===== src/rtl/ppu_hv_latch.sv =====
// ============================================================================
//  Module      : ppu_hv_latch
//  Description : PPU2 H/V counter latch. Freezes the live dot/line counters
//                into OPHCT/OPVCT on light-gun, WRIO or $2137 latch events
//                and serves the $2137/$213C/$213D/$213F CPU reads.
//  Revision    : 1.0  initial release
// ============================================================================
`default_nettype none

module ppu_hv_latch #(
  parameter logic [3:0] PPU2_VER = 4'd3
) (
  input  logic       CLK,
  input  logic       RESET,
  input  logic [8:0] HCNT,
  input  logic [8:0] VCNT,
  input  logic       FIELD,
  input  logic       PAL,
  input  logic       EXTLATCH_N,
  input  logic       IO_EN,
  input  logic       RD_SLHV,
  input  logic       RD_OPHCT,
  input  logic       RD_OPVCT,
  input  logic       RD_STAT78,
  input  logic [7:0] OPEN_BUS,
  output logic [7:0] DO,
  output logic       LATCHED
);

  // Synchronizer chain; s3 is the previous s2 used for fall detection.
  logic       s1_q, s2_q, s3_q;
  logic       io_en_q;
  logic [8:0] ophct_q, ophct_d;
  logic [8:0] opvct_q, opvct_d;
  logic       latched_q, latched_d;
  logic       hsel_q, hsel_d;
  logic       vsel_q, vsel_d;
  logic [7:0] do_q, do_d;

  // One-hot read strobes resolved by fixed priority STAT78 > OPHCT > OPVCT > SLHV.
  logic rd_stat, rd_h, rd_v, rd_slhv;
  logic ext_ev, io_fall_ev, latch_ev;

  assign rd_stat = RD_STAT78;
  assign rd_h    = RD_OPHCT & ~RD_STAT78;
  assign rd_v    = RD_OPVCT & ~RD_STAT78 & ~RD_OPHCT;
  assign rd_slhv = RD_SLHV  & ~RD_STAT78 & ~RD_OPHCT & ~RD_OPVCT;

  // All latch sources collapse into a single event per cycle.
  assign ext_ev     = s3_q & ~s2_q & IO_EN;
  assign io_fall_ev = io_en_q & ~IO_EN;
  assign latch_ev   = ext_ev | io_fall_ev | (rd_slhv & IO_EN);

  // Next-state: latch capture, flag set/clear, byte selects and read data.
  always_comb begin
    ophct_d   = ophct_q;
    opvct_d   = opvct_q;
    latched_d = latched_q;
    hsel_d    = hsel_q;
    vsel_d    = vsel_q;
    do_d      = do_q;

    if (rd_stat) begin
      // DO reflects the pre-cycle flag; a simultaneous latch re-sets it below.
      do_d      = {FIELD, latched_q, OPEN_BUS[5], PAL, PPU2_VER};
      latched_d = 1'b0;
      hsel_d    = 1'b0;
      vsel_d    = 1'b0;
    end else if (rd_h) begin
      do_d   = hsel_q ? {OPEN_BUS[7:1], ophct_q[8]} : ophct_q[7:0];
      hsel_d = ~hsel_q;
    end else if (rd_v) begin
      do_d   = vsel_q ? {OPEN_BUS[7:1], opvct_q[8]} : opvct_q[7:0];
      vsel_d = ~vsel_q;
    end else if (rd_slhv) begin
      do_d = OPEN_BUS;
    end

    if (latch_ev) begin
      ophct_d   = HCNT;
      opvct_d   = VCNT;
      latched_d = 1'b1;
    end
  end

  // State registers, synchronous active-high reset.
  always_ff @(posedge CLK) begin
    if (RESET) begin
      s1_q      <= 1'b1;
      s2_q      <= 1'b1;
      s3_q      <= 1'b1;
      io_en_q   <= 1'b1;
      ophct_q   <= 9'd0;
      opvct_q   <= 9'd0;
      latched_q <= 1'b0;
      hsel_q    <= 1'b0;
      vsel_q    <= 1'b0;
      do_q      <= 8'h00;
    end else begin
      s1_q      <= EXTLATCH_N;
      s2_q      <= s1_q;
      s3_q      <= s2_q;
      io_en_q   <= IO_EN;
      ophct_q   <= ophct_d;
      opvct_q   <= opvct_d;
      latched_q <= latched_d;
      hsel_q    <= hsel_d;
      vsel_q    <= vsel_d;
      do_q      <= do_d;
    end
  end

  assign DO      = do_q;
  assign LATCHED = latched_q;

endmodule

`default_nettype wire


===== config.mk =====
export PLATFORM = sky130hd
export DESIGN_NAME = ppu_hv_latch
export DESIGN_NICKNAME = d
export VERILOG_FILES = /design/src/rtl/ppu_hv_latch.sv
export SDC_FILE = /design/constraint.sdc
export NUM_CORES = 1
export LEC_CHECK = 0
export ABC_AREA = 0
export CORE_UTILIZATION = 43
export DETAILED_ROUTE_END_ITERATION = 16
export GPL_ROUTABILITY_DRIVEN = 0
export PLACE_DENSITY_LB_ADDON = 0.05
export SYNTH_ARGS = -nofsm -noshare
export SYNTH_HDL_FRONTEND = slang
export SYNTH_SLANG_ARGS = --single-unit

===== constraint.sdc =====
create_clock -name CLK -period 2.77 [get_ports CLK]
set_clock_uncertainty 0.05 [all_clocks]
set_input_delay 0.277 -clock CLK [delete_from_list [all_inputs] [get_ports CLK]]
set_output_delay 0.277 -clock CLK [all_outputs]
set_load 0.1 [all_outputs]

==> results of run 1 <==
worst max-delay path: stages:
cell,delay (ns)
clkdlybuf4s50_1,0.54
or4b_1,0.56
a31oi_2,0.25
buf_12,0.22
mux2i_1,0.21
nor2_1,0.06
final cells by class:
type | instances | area share, %
clock buffers | 7 | 2.71
multi-input cells | 110 | 36.9
well taps | 46 | 2.83
flip-flops and latches | 33 | 32.5
inverters | 3 | 0.554
clock inverters | 1 | 1.48
repair buffers | 49 | 23.0
per-stage QoR:
stage                     hold slack [ns]  total power, mW
after global routing                0.385             1.23
after floorplan                     0.331            0.714
after CTS                           0.377             1.19
after global placement              0.342            0.799
after detailed placement            0.353            0.805
final                               0.370             1.18
routing by layer:
metal	track usage, %	part of all wire [%]	vias to the layer above
met4	13.3	2.7	0
met1	27.0	47	608
met5	0	0	-
met3	4.90	3.9	10
met2	32.7	46	36
li1	-	-	658
logic make-up (layout without fill, tap and decap cells):
kind of cell / Yosys count / after routing / share of synthesized area, %
compound gates: 35 / 35 / 15.1
xor+xnor: 1 / 1 / 0.585
buf+inv: 15 / 60 / 6.10
flops: 33 / 33 / 44.1
mux: 29 / 29 / 19.8
simple gates: 45 / 45 / 14.2
power groups by stage:
stage	combinational [mW]	sequential [mW]	clock [mW]
2_1_floorplan	0.111	0.602	0
4_1_cts	0.267	0.528	0.395
5_1_grt	0.285	0.531	0.414
3_5_place_dp	0.267	0.539	0
3_3_place_gp	0.261	0.537	0
6_report	0.266	0.528	0.387
placed cells by master, fill, tap and decap left out, types with 5 or more instances in the layout:
cell             instances
a21oi_1                  9
buf_4                   13
clkbuf_4                 5
clkdlybuf4s50_1         35
dfxtp_1                 33
mux2_2                   5
mux2i_1                 24
nand2_1                  6
nor2_1                  23
o21ai_0                 10
worst max path at each step:
stage / from / to / slack [ns]
after detailed placement: RD_OPVCT / opvct_q[3]$_SDFFE_PP0P_ / 0.46
after floorplan: RD_OPVCT / ophct_q[6]$_SDFFE_PP0P_ / 0.95
after global placement: RD_OPVCT / opvct_q[2]$_SDFFE_PP0P_ / 0.51
after CTS: RD_OPVCT / opvct_q[3]$_SDFFE_PP0P_ / 0.81
final: RD_OPVCT / opvct_q[0]$_SDFFE_PP0P_ / 0.81
after global routing: RD_OPVCT / opvct_q[3]$_SDFFE_PP0P_ / 0.70
sequential cells by signal, summed over array words and instances, names as in the netlist:
register,flops
s2_q,1
io_en_q,1
opvct_q,9
LATCHED,1
s3_q,1
hsel_q,1
vsel_q,1
ophct_q,9
DO,8
s1_q,1
==> summary.md, run 1 <==
| Metric | Value |
|---|---|
| Clk Latency, worst-skew pair | 0.35 ns |
| Die X | 61.0 um |
| R2R depth | 4 |
| Register Area | 661 um^2 |
| Cell taking the most area after synthesis | dfxtp_1 |
| Total track usage | 21.3% |
| Crit path time final | 1.96 ns |
| Nets | 238 |
| CP endpoint kind | flop |
| Diodes inserted | 0 |
| # clock sinks | 33 |
| Via count | 1,312 |
| P_sw | 0.343 mW |
| DRC violations left | 0 |
| Internal Pwr Total | 0.838 mW |
| FF-to-FF End | DO[6]$_SDFFE_PP0P_ |
| Leakage | 0.843 nW |
| Most common cell in the synthesized netlist | dfxtp_1 |
| Std cell rows | 21 |
| Share of cells above drive strength 1 | 15.3% |
| FF-to-FF Start | hsel_q$_SDFFE_PP0P_ |
| Mapped Nets | 194 |
| Clock root cell | clkbuf_4 |
| Final instance area | 2030 um^2 |
| Placed cells | 241 |
| Clock network power share | 32.8% |
| Final hold vios | 0 |
| HP Class | flop to flop |
| Vias in the first global route | 1,224 |
| Asr flop ratio synth | 0% |
| Arrival time worst endpoint | 2.13 ns |
| Grt ovf | 0 |
| Endpoints failing setup | 0 |
| Hold path endpoint | s2_q$_SDFF_PP1_ |
| Maximum vdd drop | 283 uV |
| DR vias/cell | 5.27 |
| H-tree depth | 2 |
| MaxCap Viol Count | 0 |
| Post-synth top cells | dfxtp_1, mux2i_1, nor2_1, o21ai_0, a21oi_1 |
| CP Class | input pin to flop |
| Required time worst endpoint | 2.95 ns |
| Largest fanout on the critical path | 19 |
| Measured slew at the worst slew-check pin | 0.540 ns |
| Final TNS setup | 0 ns |
| #FFs+latches synth | 33 |
| Setup WS pre-CTS | 0.457 ns |
| Ports | 45 |
| FILL cells | 321 |
| Combinational power share | 22.6% |
| Pins Over Slew Limit | 0 |
| Synth Instances | 158 |
| Final HPWL DP | 2.56 mm |
| Share of power burned in registers | 44.7% |
| Status | finished, final reports clean |
| Cell Area, Synth | 1500 um^2 |
| Placed cell area | 1950 um^2 |
| Routed len/inst | 14.2 um |
| Number of CTS-inserted buffers | 5 |
| Slew headroom | 63.9% |
| Util after Layout | 60.9% |
| Unrepaired setup endpoints after global routing | false |
| Total number of yosys warnings | 0 |
| Max frequency | 0.511 GHz |
| R2r setup slk | 1.03 ns |
| Starting Density | 44.8% |
| Setup slack after layout | 0.814 ns |
| HP Start | s1_q$_SDFF_PP1_ |
| Worst setup SP type | input pin |
| Worst-case clock buffer depth | 2 |
| Hold path cells | 1 |
| Synth top area share | 44.1% |
| IO Port Bufs | 44 |
| Antenna viol nets, final | 0 |
| Area of the multi-input gates | 751 um^2 |
| Initial antenna violation count | 0 |
| Global-route wire length before repair | 5.58 mm |
| Post-Syn Area per Cell | 9.47 um^2 |
| Die height | 61.0 um |
| Initial DRC Count | 68 |
| Die area | 3720 um^2 |
| Post-synthesis sequential area ratio | 44.1% |
| Post-CTS setup buffers | 0 |
| Clk slew on worst S/H paths | 0.11 ns |
| Top cells by area, synth | dfxtp_1, mux2i_1, nor2_1 |
| Pin count of the biggest net entering global routing | 20 |
| Switching portion of total power | 29.1% |
| Core ar. | 3340 um^2 |
| Period utilisation layout | 70.6% |
| Yosys cell types | 31 |
| DRT Pass-1 Iters | 4 |
| CTS tree | yes |
| Post-CTS Hold Buffers | 0 |
| Final cell count without fillers | 249 |
| Area grow syn2layout | 35.9% |
| Post-synth EDFFs | 0 |
| Top FF cell, synth | dfxtp_1 |
| Post_cts resized | 0 |
| DRT Wirelength | 3.55 mm |
| Pwr dens | 581 nW/um^2 |
Power figures use the tool's default switching activity.
==> run 2, diff against run 1 <==
Clock period 2.77 ns to 2 ns, I/O delays scaled along.
==> run 2 against run 1 <==
Against the previous run:
- total power rose by 24%
- final area rose by 0.55%
- critical endpoint is now ophct_q[7]$_SDFFE_PP0P_
- die area did not move
- worst hold slack got worse by 0.019 ns
==> summary.md, run 2 (same netlist as run 1, synthesis figures left out) <==
| Metric | Value |
|---|---|
| Status | finished, final reports clean (unchanged) |
| Clock network power share | 24.2% (was 32.8%) |
| FILL cells | 306 (was 321) |
| Most frequent cells in the layout | clkdlybuf4s50_1, dfxtp_1, mux2i_1, nor2_1, buf_4 (unchanged) |
| DR vias/cell | 5.13 (was 5.27) |
| DRT Pass-1 Iters | 4 (unchanged) |
| Combinational power share | 26.0% (was 22.6%) |
| Die area | 3720 um^2 (unchanged) |
| Final HPWL DP | 2.66 mm (was 2.56 mm) |
| Most common cell after layout, fill and taps aside | clkdlybuf4s50_1 (unchanged) |
| Switching portion of total power | 31.0% (was 29.1%) |
| Final instance area | 2040 um^2 (was 2030 um^2) |
| Endpoints failing setup | 0 (unchanged) |
| Leakage | 0.859 nW (was 0.843 nW) |
| IO Port Bufs | 44 (unchanged) |
| Clk Latency, worst-skew pair | 0.35 ns (about the same) |
| CP endpoint kind | flop (unchanged) |
| Global-route wire length before repair | 5.72 mm (was 5.58 mm) |
| Nets | 246 (was 238) |
| Measured slew at the worst slew-check pin | 0.328 ns (was 0.540 ns) |
| Maximum vdd drop | 411 uV (was 283 uV) |
| Post-CTS Hold Buffers | 0 (unchanged) |
| CP Class | input pin to flop (unchanged) |
| Clock root cell | clkbuf_4 (unchanged) |
| Std cell rows | 21 (unchanged) |
| Crit path time final | 1.80 ns |
| Util after Layout | 61.3% (was 60.9%) |
| CTS tree | yes (unchanged) |
| Final hold vios | 0 (unchanged) |
| Diodes inserted | 0 (unchanged) |
| DRC violations left | 0 (unchanged) |
| Placed cell area | 2000 um^2 (was 1950 um^2) |
| Initial DRC Count | 76 (was 68) |
| Grt ovf | 0 (unchanged) |
| Total track usage | 21.5% (was 21.3%) |
| Routed len/inst | 13.6 um (was 14.2 um) |
| Period utilisation layout | 89.9% |
| Post-CTS setup buffers | 0 (unchanged) |
| Clk slew on worst S/H paths | 0.10 ns (was 0.11 ns) |
| H-tree depth | 2 (unchanged) |
| Ports | 45 (unchanged) |
| R2r setup slk | 0.47 ns (was 1.03 ns) |
| Required time worst endpoint | 2.19 ns (was 2.95 ns) |
| Via count | 1,319 (was 1,312) |
| Starting Density | 44.8% (unchanged) |
| Slew headroom | 77.6% (was 63.9%) |
| # clock sinks | 33 (unchanged) |
| Internal Pwr Total | 1.01 mW (was 0.838 mW) |
| Max frequency | 0.556 GHz |
| Die X | 61.0 um (unchanged) |
| Core ar. | 3340 um^2 (unchanged) |
| P_sw | 0.453 mW (was 0.343 mW) |
| Unrepaired setup endpoints after global routing | false (unchanged) |
| MaxCap Viol Count | 0 (unchanged) |
| Area grow syn2layout | 36.6% (was 35.9%) |
| DRT Wirelength | 3.51 mm (was 3.55 mm) |
| Pin count of the biggest net entering global routing | 19 (was 20) |
| HP Class | input pin to flop (was flop to flop) |
| Die height | 61.0 um (unchanged) |
| Initial antenna violation count | 0 (unchanged) |
| Final TNS setup | 0 ns (unchanged) |
| Antenna viol nets, final | 0 (unchanged) |
| Share of power burned in registers | 49.7% (was 44.7%) |
| Post_cts resized | 0 (unchanged) |
| Worst setup SP type | input pin (unchanged) |
| Worst-case clock buffer depth | 2 (unchanged) |
| Pwr dens | 715 nW/um^2 (was 581 nW/um^2) |
| Pins Over Slew Limit | 0 (unchanged) |
| Largest fanout on the critical path | 12 (was 19) |
| Number of CTS-inserted buffers | 5 (unchanged) |
| Vias in the first global route | 1,277 (was 1,224) |
| Share of cells above drive strength 1 | 17.5% (was 15.3%) |
| Arrival time worst endpoint | 1.98 ns (was 2.13 ns) |
==> run 2: cell types whose count changed in the layout (fill, tap and decap cells not counted) <==
cell       delta
bufinv_16     -1
buf_4         +9
clkbuf_8      -1
clkbuf_1      +2
buf_12        -1
==> run 2: worst paths after layout <==
| kind | endpoint | from | cells after the start |
|---|---|---|---|
| min | s1_q$_SDFF_PP1_ | EXTLATCH_N | 2 |
| max reg2reg | DO[4]$_SDFFE_PP0P_ | hsel_q$_SDFFE_PP0P_ | 5 |
| max | ophct_q[7]$_SDFFE_PP0P_ | RD_STAT78 | 6 |
| min reg2reg | s2_q$_SDFF_PP1_ | s1_q$_SDFF_PP1_ | 1 |
==> run 2: final cells by class <==
cell class / count / area, um^2 / area share (%)
inverters: 3 / 11.3 / 0.551
flip-flops and latches: 33 / 661 / 32.3
clock buffers: 8 / 48.8 / 2.39
multi-input cells: 110 / 751 / 36.7
repair buffers: 57 / 515 / 25.2
well taps: 46 / 57.6 / 2.82
==> run 2: per-layer routing <==
metal	part of all wire (%)	GRT usage (%)	vias up	wire length [um]
met5	0	0	-	0
met3	5.0	7.04	3	177
li1	-	-	668	-
met4	1.0	5.84	0	35
met2	47	35.3	36	1660
met1	47	27.0	612	1630
==> run 2: stage by stage <==
| stage | hold slack (ns) | setup WS (ns) | power, mW | std cells |
|---|---|---|---|---|
| 6_report | 0.352 | 0.202 | 1.46 | 257 |
| 4_1_cts | 0.346 | 0.206 | 1.47 | 257 |
| 3_3_place_gp | 0.343 | -0.113 | 1.11 | 249 |
| 5_1_grt | 0.393 | 0.130 | 1.53 | 257 |
| 3_5_place_dp | 0.350 | -0.159 | 1.12 | 249 |
| 2_1_floorplan | 0.254 | 0.261 | 0.988 | 158 |
==> run 2: power groups by stage <==
stage,clock [mW],sequential (mW),combinational [mW]
finish,0.354,0.727,0.381
floorplan,0,0.834,0.154
global placement,0,0.741,0.373
detailed placement,0,0.743,0.379
CTS,0.365,0.727,0.381
global route,0.394,0.732,0.407
==> run 2: worst max-delay path, stage by stage <==
cell and delay (ns):
clkdlybuf4s50_1 0.46, or4b_1 0.55, a31oi_2 0.24, buf_4 0.26, mux2i_1 0.21, nor2_1 0.06
==> run 3, diff against run 2 <==
Settings changed: ABC_AREA 0 to 1.
==> run 3 against run 2 <==
Against the previous run:
- via count increased by 17%
- synthesized area grew 8.0%
- register-to-register slack improved by 0.07 ns
- routed wire length increased by 3.4%
- largest cell class unchanged
==> summary.md, run 3 <==
| Metric | Value |
|---|---|
| Post-CTS Hold Buffers | 0 (unchanged) |
| Switching portion of total power | 31.1% (was 31.0%) |
| #FFs+latches synth | 33 (unchanged) |
| Status | finished, final reports clean (unchanged) |
| DRT Pass-1 Iters | 4 (unchanged) |
| Synth Instances | 229 (was 158) |
| Slew headroom | 70.7% (was 77.6%) |
| Post-synthesis mux area share | 0% (was 19.8%) |
| Std cell rows | 21 (unchanged) |
| Nets | 313 (was 246) |
| Die height | 63.3 um (was 61.0 um) |
| Yosys cell types | 25 (was 31) |
| Number of CTS-inserted buffers | 5 (unchanged) |
| Ports | 45 (unchanged) |
| CTS tree | yes (unchanged) |
| Post-synth top cells | nand2_1, dfxtp_1, nor2_1, inv_1, o21ai_0 (was dfxtp_1, mux2i_1, nor2_1, o21ai_0, a21oi_1) |
| Xor/xnor share of the synthesized area | 0% (was 0.585%) |
| Cell taking the most area after synthesis | dfxtp_1 (unchanged) |
| Largest fanout on the critical path | 19 (was 12) |
| Unrepaired setup endpoints after global routing | false (unchanged) |
| HP Class | flop to flop (was input pin to flop) |
| Main combinational cell family by area after synthesis | simple AND/OR/NAND/NOR gates (was multiplexers) |
| Setup slack after layout | 0.416 ns (was 0.202 ns) |
| Compound-Gate Fraction of Synth Area | 14.2% (was 15.1%) |
| Die area | 4010 um^2 (was 3720 um^2) |
| Worst-case clock buffer depth | 2 (unchanged) |
| Mapped Nets | 265 (was 194) |
| # clock sinks | 33 (unchanged) |
| Maximum vdd drop | 453 uV (was 411 uV) |
| Final TNS setup | 0 ns (unchanged) |
| Total track usage | 20.5% (was 21.5%) |
| Pin count of the biggest net entering global routing | 20 (was 19) |
| Most common cell after layout, fill and taps aside | nand2_1 (was clkdlybuf4s50_1) |
| FILL cells | 362 (was 306) |
| Worst setup SP type | input pin (unchanged) |
| IO Port Bufs | 44 (unchanged) |
| Internal Pwr Total | 1.13 mW (was 1.01 mW) |
| Synth top area share | 40.9% (was 44.1%) |
| Crit path time final | 1.58 ns (was 1.80 ns) |
| Top cells by area, synth | dfxtp_1, nand2_1, o21ai_0 (was dfxtp_1, mux2i_1, nor2_1) |
| Required time worst endpoint | 2.13 ns (was 2.19 ns) |
| Clk Latency, worst-skew pair | 0.29 ns (was 0.35 ns) |
| DRT Wirelength | 3.62 mm (was 3.51 mm) |
| Via count | 1,539 (was 1,319) |
| Final HPWL DP | 2.74 mm (was 2.66 mm) |
| H-tree depth | 2 (unchanged) |
| Routed len/inst | 11.2 um (was 13.6 um) |
| Post-CTS setup buffers | 0 (unchanged) |
| Starting Density | 46.6% (was 44.8%) |
| Most common cell in the synthesized netlist | nand2_1 (was dfxtp_1) |
| Final instance area | 2150 um^2 (was 2040 um^2) |
| Simple-gate share of the synthesized area | 33.8% (was 14.2%) |
| Placed cell area | 2060 um^2 (was 2000 um^2) |
| Vias in the first global route | 1,428 (was 1,277) |
| Asr flop ratio synth | 0% (unchanged) |
| Most frequent cells in the layout | nand2_1, clkdlybuf4s50_1, dfxtp_1, nor2_1 (was clkdlybuf4s50_1, dfxtp_1, mux2i_1, nor2_1, buf_4) |
| Endpoints failing setup | 0 (unchanged) |
| Initial DRC Count | 50 (was 76) |
| Post_cts resized | 0 (unchanged) |
| P_sw | 0.510 mW (was 0.453 mW) |
| Grt ovf | 0 (unchanged) |
| Post-synth EDFFs | 0 (unchanged) |
| Overall power | 1.64 mW (was 1.46 mW) |
| Post-Synth Adder-Cell Area | 0% (unchanged) |
| Total number of yosys warnings | 0 (unchanged) |
| Post-Syn Area per Cell | 7.06 um^2 (was 9.47 um^2) |
| Worst hold slack | 0.365 ns (was 0.352 ns) |
| Pins Over Slew Limit | 0 (unchanged) |
| FF-to-FF Start | hsel_q$_SDFFE_PP0P_ (unchanged) |
| Clock network power share | 30.6% (was 24.2%) |
| Setup WS pre-CTS | 0.117 ns (was -0.159 ns) |
| Post-synthesis sequential area ratio | 40.9% (was 44.1%) |
| Top FF cell, synth | dfxtp_1 (unchanged) |
| Clock root cell | clkbuf_8 (was clkbuf_4) |
| Leakage | 1.02 nW (was 0.859 nW) |
| DR vias/cell | 4.76 (was 5.13) |
| CP Class | input pin to flop (unchanged) |
| Share of power burned in registers | 45.0% (was 49.7%) |
| Share of cells above drive strength 1 | 15.9% (was 17.5%) |
| Cell Area, Synth | 1620 um^2 (was 1500 um^2) |
| Pwr dens | 764 nW/um^2 (was 715 nW/um^2) |
| CP endpoint kind | flop (unchanged) |
| HP Start | s1_q$_SDFF_PP1_ (was EXTLATCH_N) |
| Crit. Startpoint | RD_OPHCT (was RD_STAT78) |
| Max frequency | 0.631 GHz (was 0.556 GHz) |
| MaxCap Viol Count | 0 (unchanged) |
| Die X | 63.3 um (was 61.0 um) |
| Arrival time worst endpoint | 1.71 ns (was 1.98 ns) |
| Area grow syn2layout | 32.9% (was 36.6%) |
| Clk slew on worst S/H paths | 0.06 ns (was 0.10 ns) |
| Combinational power share | 24.4% (was 26.0%) |
| DRC violations left | 0 (unchanged) |
| Initial antenna violation count | 0 (unchanged) |
| Measured slew at the worst slew-check pin | 0.439 ns (was 0.328 ns) |
| Final hold vios | 0 (unchanged) |
| Global-route wire length before repair | 6.30 mm (was 5.72 mm) |
| Core ar. | 3470 um^2 (was 3340 um^2) |
| Antenna viol nets, final | 0 (unchanged) |
| Period utilisation layout | 79.2% (was 89.9%) |
| Diodes inserted | 0 (unchanged) |
==> run 3: cell types whose count changed in the layout (fill, tap and decap cells not counted), sizes merged, moves of 5 or more <==
cell / change
nand3: +20
nor2: +21
buf: -8
inv: +25
mux2: -5
o21ai: +19
mux2i: -24
nand2: +40
==> run 3: worst paths after layout <==
path | to | slack [ns] | cells past startpoint
worst max register to register | DO[6]$_SDFFE_PP0P_ | 0.54 | 7
worst min register to register | s2_q$_SDFF_PP1_ | 0.37 | 1
worst max-delay path | opvct_q[7]$_SDFFE_PP0P_ | 0.42 | 9
worst min-delay path | s2_q$_SDFF_PP1_ | 0.37 | 1
==> run 3: worst max-delay path, cell delays in order <==
cell,delay (ns)
clkdlybuf4s50_1,0.58
nor2_8,0.24
nand2_4,0.07
nor2_2,0.09
nand2_2,0.07
nand2_4,0.19
inv_8,0.11
nor2_1,0.10
nor2_1,0.05
==> run 3: stage by stage <==
stage               util [%]  cells
floorplan                  -    229
global placement        59.5    316
detailed placement      59.5    316
CTS                     61.9    323
global route            61.9    323
finish                  61.9    323
==> run 3: kinds of logic (layout without fill, tap and decap cells) <==
logic type | after synthesis | in the layout
AOI/OAI and AO/OA | 43 | 43
DFF | 33 | 33
and+or+nand+nor | 117 | 117
buffers and inverters | 36 | 84
==> run 3: layout make-up <==
type | instances | area (um^2) | area share (%)
inverters | 28 | 113 | 5.24
well taps | 46 | 57.6 | 2.68
repair buffers | 49 | 455 | 21.2
clock buffers | 7 | 86.3 | 4.02
multi-input cells | 160 | 776 | 36.1
flip-flops and latches | 33 | 661 | 30.8
==> run 3: power by group through the flow <==
stage	registers, mW	logic, mW	clock network [mW]
2_1_floorplan	0.856	0.165	0
3_3_place_gp	0.753	0.401	0
3_5_place_dp	0.752	0.402	0
4_1_cts	0.738	0.404	0.512
5_1_grt	0.745	0.439	0.547
6_report	0.739	0.400	0.502
==> run 3: per-layer routing <==
layer | routed length (um) | vias to the layer above | GRT usage, %
li1 | - | 817 | -
met1 | 1870 | 675 | 28.3
met2 | 1500 | 40 | 30.4
met3 | 190 | 7 | 5.43
met4 | 58 | 0 | 7.67
met5 | 0 | - | 0
